===== src/rtl/pila_retorno.sv =====
// pila_retorno: return-address LIFO fed by the control unit's wesp/push/pop strobes; optional PILA_ERR_STICKY_EN.
// Latency: d_out is combinational from the stored top entry; sp updates on clk; ovf/unf appear the cycle after the offending edge.
// Backpressure: none; a push while full or a pop while empty is dropped and flagged (pulse, or sticky until reset with PILA_ERR_STICKY_EN).
module pila_retorno #(
  parameter int AW    = 10,
  parameter int DEPTH = 8
) (
  input  logic                       clk,
  input  logic                       reset,
  input  logic                       wesp,
  input  logic                       push,
  input  logic                       pop,
  input  logic [AW-1:0]              d_in,
  output logic [AW-1:0]              d_out,
  output logic                       empty,
  output logic                       full,
  output logic [$clog2(DEPTH+1)-1:0] depth_cnt,
  output logic                       ovf,
  output logic                       unf
);

  localparam int CW = $clog2(DEPTH + 1);
  localparam int IW = (DEPTH > 1) ? $clog2(DEPTH) : 1;

  logic [AW-1:0] mem [DEPTH];
  logic [CW-1:0] sp;
  logic [IW-1:0] wr_idx;
  logic [IW-1:0] top_idx;
  logic          do_push;
  logic          do_pop;
  logic          do_repl;
  logic          ovf_ev;
  logic          unf_ev;

  // Status comes straight from the registered pointer, never from the strobes.
  assign empty     = (sp == '0);
  assign full      = (sp == CW'(DEPTH));
  assign depth_cnt = sp;

  // Decode the effective operation; the strobes only matter while wesp is high.
  always_comb begin
    do_push = 1'b0;
    do_pop  = 1'b0;
    do_repl = 1'b0;
    ovf_ev  = 1'b0;
    unf_ev  = 1'b0;
    wr_idx  = IW'(sp);
    top_idx = IW'(sp - CW'(1));
    if (wesp) begin
      case ({push, pop})
        2'b10: begin
          if (full) ovf_ev  = 1'b1;
          else      do_push = 1'b1;
        end
        2'b01: begin
          if (empty) unf_ev = 1'b1;
          else       do_pop = 1'b1;
        end
        2'b11: begin
          // Call and return in the same cycle replaces the top; on an empty stack it is just a call.
          if (empty) do_push = 1'b1;
          else       do_repl = 1'b1;
        end
        default: ;
      endcase
    end
  end

  // Top of stack goes to the PC mux with zero latency; masked to 0 so stale storage never leaks out.
  always_comb begin
    d_out = '0;
    if (!empty) d_out = mem[top_idx];
  end

  // Stack pointer: saturates at 0 and DEPTH, no circular wrap.
  always_ff @(posedge clk or posedge reset) begin
    if (reset)        sp <= '0;
    else if (do_push) sp <= sp + CW'(1);
    else if (do_pop)  sp <= sp - CW'(1);
  end

  // Entry storage needs no reset: contents are only visible through the empty mask.
  always_ff @(posedge clk) begin
    if (do_push)      mem[wr_idx]  <= d_in;
    else if (do_repl) mem[top_idx] <= d_in;
  end

  // Misuse flags, registered one cycle after the offending edge.
  always_ff @(posedge clk or posedge reset) begin
    if (reset) begin
      ovf <= 1'b0;
      unf <= 1'b0;
    end else begin
`ifdef PILA_ERR_STICKY_EN
      ovf <= ovf | ovf_ev;
      unf <= unf | unf_ev;
`else
      ovf <= ovf_ev;
      unf <= unf_ev;
`endif
    end
  end

endmodule


===== config.mk =====
export PLATFORM = sky130hd
export DESIGN_NAME = pila_retorno
export DESIGN_NICKNAME = d
export VERILOG_FILES = /design/src/rtl/pila_retorno.sv
export SDC_FILE = /design/constraint.sdc
export NUM_CORES = 1
export LEC_CHECK = 0
export BUFFER_PORTS_ARGS = -buffer_cell sky130_fd_sc_hd__buf_2
export CAP_MARGIN = 20
export CORE_ASPECT_RATIO = 0.5
export CORE_MARGIN = 4
export CORE_UTILIZATION = 55
export CTS_CLUSTER_SIZE = 20
export DETAILED_ROUTE_END_ITERATION = 10
export GPL_TIMING_DRIVEN = 1
export PLACE_DENSITY = 0.75
export SLEW_MARGIN = 5
export SYNTH_ARGS = -nofsm -noshare
export SYNTH_HDL_FRONTEND = slang
export SYNTH_SLANG_ARGS = --single-unit

===== constraint.sdc =====
create_clock -name clk -period 3.8 [get_ports clk]
set_clock_uncertainty 0.1 [all_clocks]
set_input_delay 0.76 -clock clk [delete_from_list [all_inputs] [get_ports clk]]
set_output_delay 0.76 -clock clk [all_outputs]
set_load 0.1 [all_outputs]

After elaboration in Yosys (flattened, before gate mapping)
Memory sizes are Yosys's and may differ from the RTL's.
Cells that the tools add are included.
- output and inout port bits: 18
- memories kept: 1
- logic and storage cells: 38
- memory bits (writable): 80
- bits of input ports: 15
- flip-flop bits (word level): 6
- multiplexer cells: 25
- reductions and logical operators: 3
- add/sub/neg operators: 2
- equality and inequality tests: 4
- memory list (memory ; depth ; width ; rd ports ; clocked after Yosys merged registers in ; wr ports ; RTL line ; source):
    mem ; 8 ; 10 ; 1 ; 0 ; 1 ; 25 ; logic [AW-1:0] mem [DEPTH];
- operators with widths (cell ; count):
    $mux 10 ; 2
    $mux 1 ; 19
    $reduce_or 10->1 ; 1
    $mux 4 ; 2
    $add 4x1->4 const B ; 1
    $eq 2x2->1 const B ; 2
    $eq 4x4->1 const B ; 1
    $logic_not 4->1 ; 1
    $sub 4x1->4 const B ; 1
    $mux 3 ; 1
    $eq 2x1->1 const B ; 1
    $pmux 1 s2 ; 1
    $reduce_bool 2->1 ; 1

Logic depth before layout (Yosys ltp)
- depth after elaboration: 9
- gate-level depth with buffers: 10
- depth with buffers taken out: 7

Worst setup path before layout
Ideal clock, no wire load.
- kind: flip-flop to output port
- start point: register sp[0] (netlist: depth_cnt[0])
- end point: output port d_out[0]
- path buffers: 4
- data arrival time: 4.508 ns
- stages on the path, launching flop included: 10
- slack: -1.568 ns
- required time: 2.940 ns
- path through: dfrtp_1 -> buf_2 -> buf_2 -> inv_1 -> ha_1 -> or3b_1 -> buf_6 -> clkinv_4 -> clkbuf_1 -> a21oi_1
- elaborated cells between the ends (all ways): 4
- those cells by class: 1 x add/sub; 1 x mux; 1 x reduce/logical; 1 x memory
- RTL lines (element ; RTL line ; source):
    start, declared ; 26 ; logic [CW-1:0] sp;
    start signal, assigned ; 78 ; else if (do_push) sp <= sp + CW'(1);
    start signal, assigned ; 79 ; else if (do_pop) sp <= sp - CW'(1);
    $logic_not 4->1 ; 36 ; assign empty = (sp == '0);
    named net empty ; 15 ; output logic empty,
    $mux 10 ; 72 ; if (!empty) d_out = mem[top_idx];
    end, declared ; 14 ; output logic [AW-1:0] d_out,
The timed path passes the listed nets, and every way through them passes these cells.

Worst setup path after layout
- start point: register sp[1] (netlist: depth_cnt[1])
- end point: output port empty
- word-level cells in the longest chain between the ends: 1
- ends and longest elaborated chain (element ; RTL line):
    $logic_not 4->1 ; 36
    end, declared ; 15
No other way between the ends.

==> results.ini <==
[outcome]
status=finished clean

[sta]
rsz0062_at_grt=no
max_freq_mhz=299
finalSetupTns_ns=0
worst_slew_pin_slew_ns=0.569
slew_viol_final=0
period_needed_ns=3.35
timing.hold.ws_ns=0.233
setup_violations=0
relSlewSlack_pct=62.1
hold_viol_final=0
period_share_pct=88.0

[logic_synthesis]
ys_top_cells_by_count=80 x edfxtp_1, 23 x nand2_1, 20 x mux4_2
synth_top_area_share_pct=66.2
netlist_instances=210
yosys.area.top_type=edfxtp_1
syn_nets=228
synth_area_leaders=edfxtp_1 66%, mux4_2 12%, dfrtp_1 4.1%
async_flop_share_pct=6.98
seq_area_frac_synth_pct=70.4
syn_area_mm2=0.00363
synth-edff-count=80
synth-warning-count=0
ys_ff_latch=86
ys.flop_type=edfxtp_1
yosysMostFrequentCell=edfxtp_1
yosysUniqueCellTypes=35
syn_avg_cell_area_um2=17.3

[clocking]
cts_setup_buffers=0
htree_levels=3
clockBufferDepth=2
cts_sinks=86
clk_pin_slew_ns=0.06
cts.repair.resized=0
cts-hold-fix-buffers=0
cts_buffers=9
cts_tree=built
root_buffer=clkbuf_16
clock_latency_ns=0.33

[critical_path]
crit_type=register to primary output
cp_cell_sequence=inv_1 -> ha_1 -> or3b_1 -> clkinv_4 -> buf_2
arrival_ns=2.49
path_max_fanout=15
cp-end-kind=primary output
start_kind=register
slowest_stage=or3b_1
crit_required_ns=2.94
slowest_delay_ns=0.53

[floorplan]
die_w_um=123
fp-row-count=20
coreArea_mm2=0.00623
io_pins=33
die_height_um=65.4
fp.dieArea_mm2=0.00804
start_util_pct=58.2

[route]
drc=0
drt_iter0_markers=205
final_antenna_net_count=0
wire_per_inst_um=21.4
via_per_inst=5.93
via_count=2053
drt_wl_total_um=7410
dr.pass1.iters=5

[finish]
final_area_mm2=0.00445
nNetsFinal=272
syn_to_final_growth_pct=22.7
layout-drive-gt1-share_pct=36.4
final_cells=346
fillCellCount=371
diodes=0

[placed_design]
port_buffers=32
dp_hpwl_um=4530
placed_area_mm2=0.00419
dpl.cell_count=331
routabilityCongestion=0.896

[global_routing]
grt.overflow.total=0
grt_max_degree=27
grt_usage_pct=21.1
grt_pass1_vias=2181
grt_pass1_wl_um=12000
grt_antenna_before_repair=0

[hold_path]
hp-class=input pin to asynchronous set/reset pin

[run]
cap_violations=0

worst max-delay path, delay by kind of cell, from the launching register on:
| kind | cells | cell delay, ns |
|---|---|---|
| buf+inv | 3 | 0.96 |
| simple gates | 1 | 0.53 |
| fa+ha+maj | 1 | 0.20 |
| flops | 1 | 0.46 |
final timing paths:
| path | from | endpoint | slack [ns] | cells past startpoint |
|---|---|---|---|---|
| worst min register to register | depth_cnt[3] | depth_cnt[3] | 0.46 | 1 |
| min in group clk | depth_cnt[3] | depth_cnt[3] | 0.46 | 1 |
| worst max-delay path | depth_cnt[1] | empty | 0.45 | 5 |
| worst max register to register | depth_cnt[1] | mem[7][8] | 0.83 | 8 |
| worst min-delay path | reset | depth_cnt[0] | 0.23 | 2 |
| max in group asynchronous | reset | depth_cnt[0] | 3.15 | 2 |
registers in the layout, indices dropped and copies added (netlist names):
name,count
mem,80
depth_cnt,4
unf,1
ovf,1
metal layers:
| layer | wire [um] | track usage [%] | vias to the layer above |
|---|---|---|---|
| met4 | 47 | 5.44 | 0 |
| met3 | 678 | 7.57 | 7 |
| met2 | 3620 | 32.9 | 87 |
| met1 | 3060 | 28.5 | 1043 |
| met5 | 0 | 0 | - |
| li1 | - | - | 916 |
area by class of cell:
| cell class | instances | area (um2) | area share (%) |
|---|---|---|---|
| clock buffers | 11 | 233 | 5.23 |
| clock inverters | 4 | 25.0 | 0.562 |
| inverters | 4 | 20.0 | 0.450 |
| multi-input cells | 108 | 1100 | 24.7 |
| flip-flops and latches | 86 | 2560 | 57.4 |
| well taps | 88 | 110 | 2.47 |
| repair buffers | 45 | 408 | 9.16 |
through the flow:
stage,worst slack [ns],util [%]
2_1_floorplan,0.0867,-
3_3_place_gp,0.910,67.3
3_5_place_dp,0.823,67.3
4_1_cts,0.447,71.4
5_1_grt,0.360,71.4
6_report,0.454,71.4
kinds of logic (layout without fill, tap and decap cells):
family                   after synthesis  in the layout  synth area share, %
flip-flops                            86             86                 70.4
adder cells (fa/ha/maj)                3              3                 1.03
multiplexers                          21             21                 12.7
buffers and inverters                 16             64                 2.41
AND/OR/NAND/NOR                       60             60                 8.45
AO/OA/AOI/OAI                         19             19                 3.83
XOR/XNOR                               5              5                 1.21
cell usage in the layout, fill, tap and decap left out, drive strengths merged, types with 3 or more instances in the layout:
cell	netlist	layout
edfxtp	80	80
buf	6	45
nand2	23	23
mux4	20	20
nor2	13	13
a21oi	12	12
clkbuf	6	11
nor3	6	6
dfrtp	6	6
xnor2	4	4
inv	3	3
and3	3	3
ha	3	3
clkinv	1	3
Power is not shown: default switching activity piles up to over one toggle a cycle in this logic, so the estimate is an artifact.
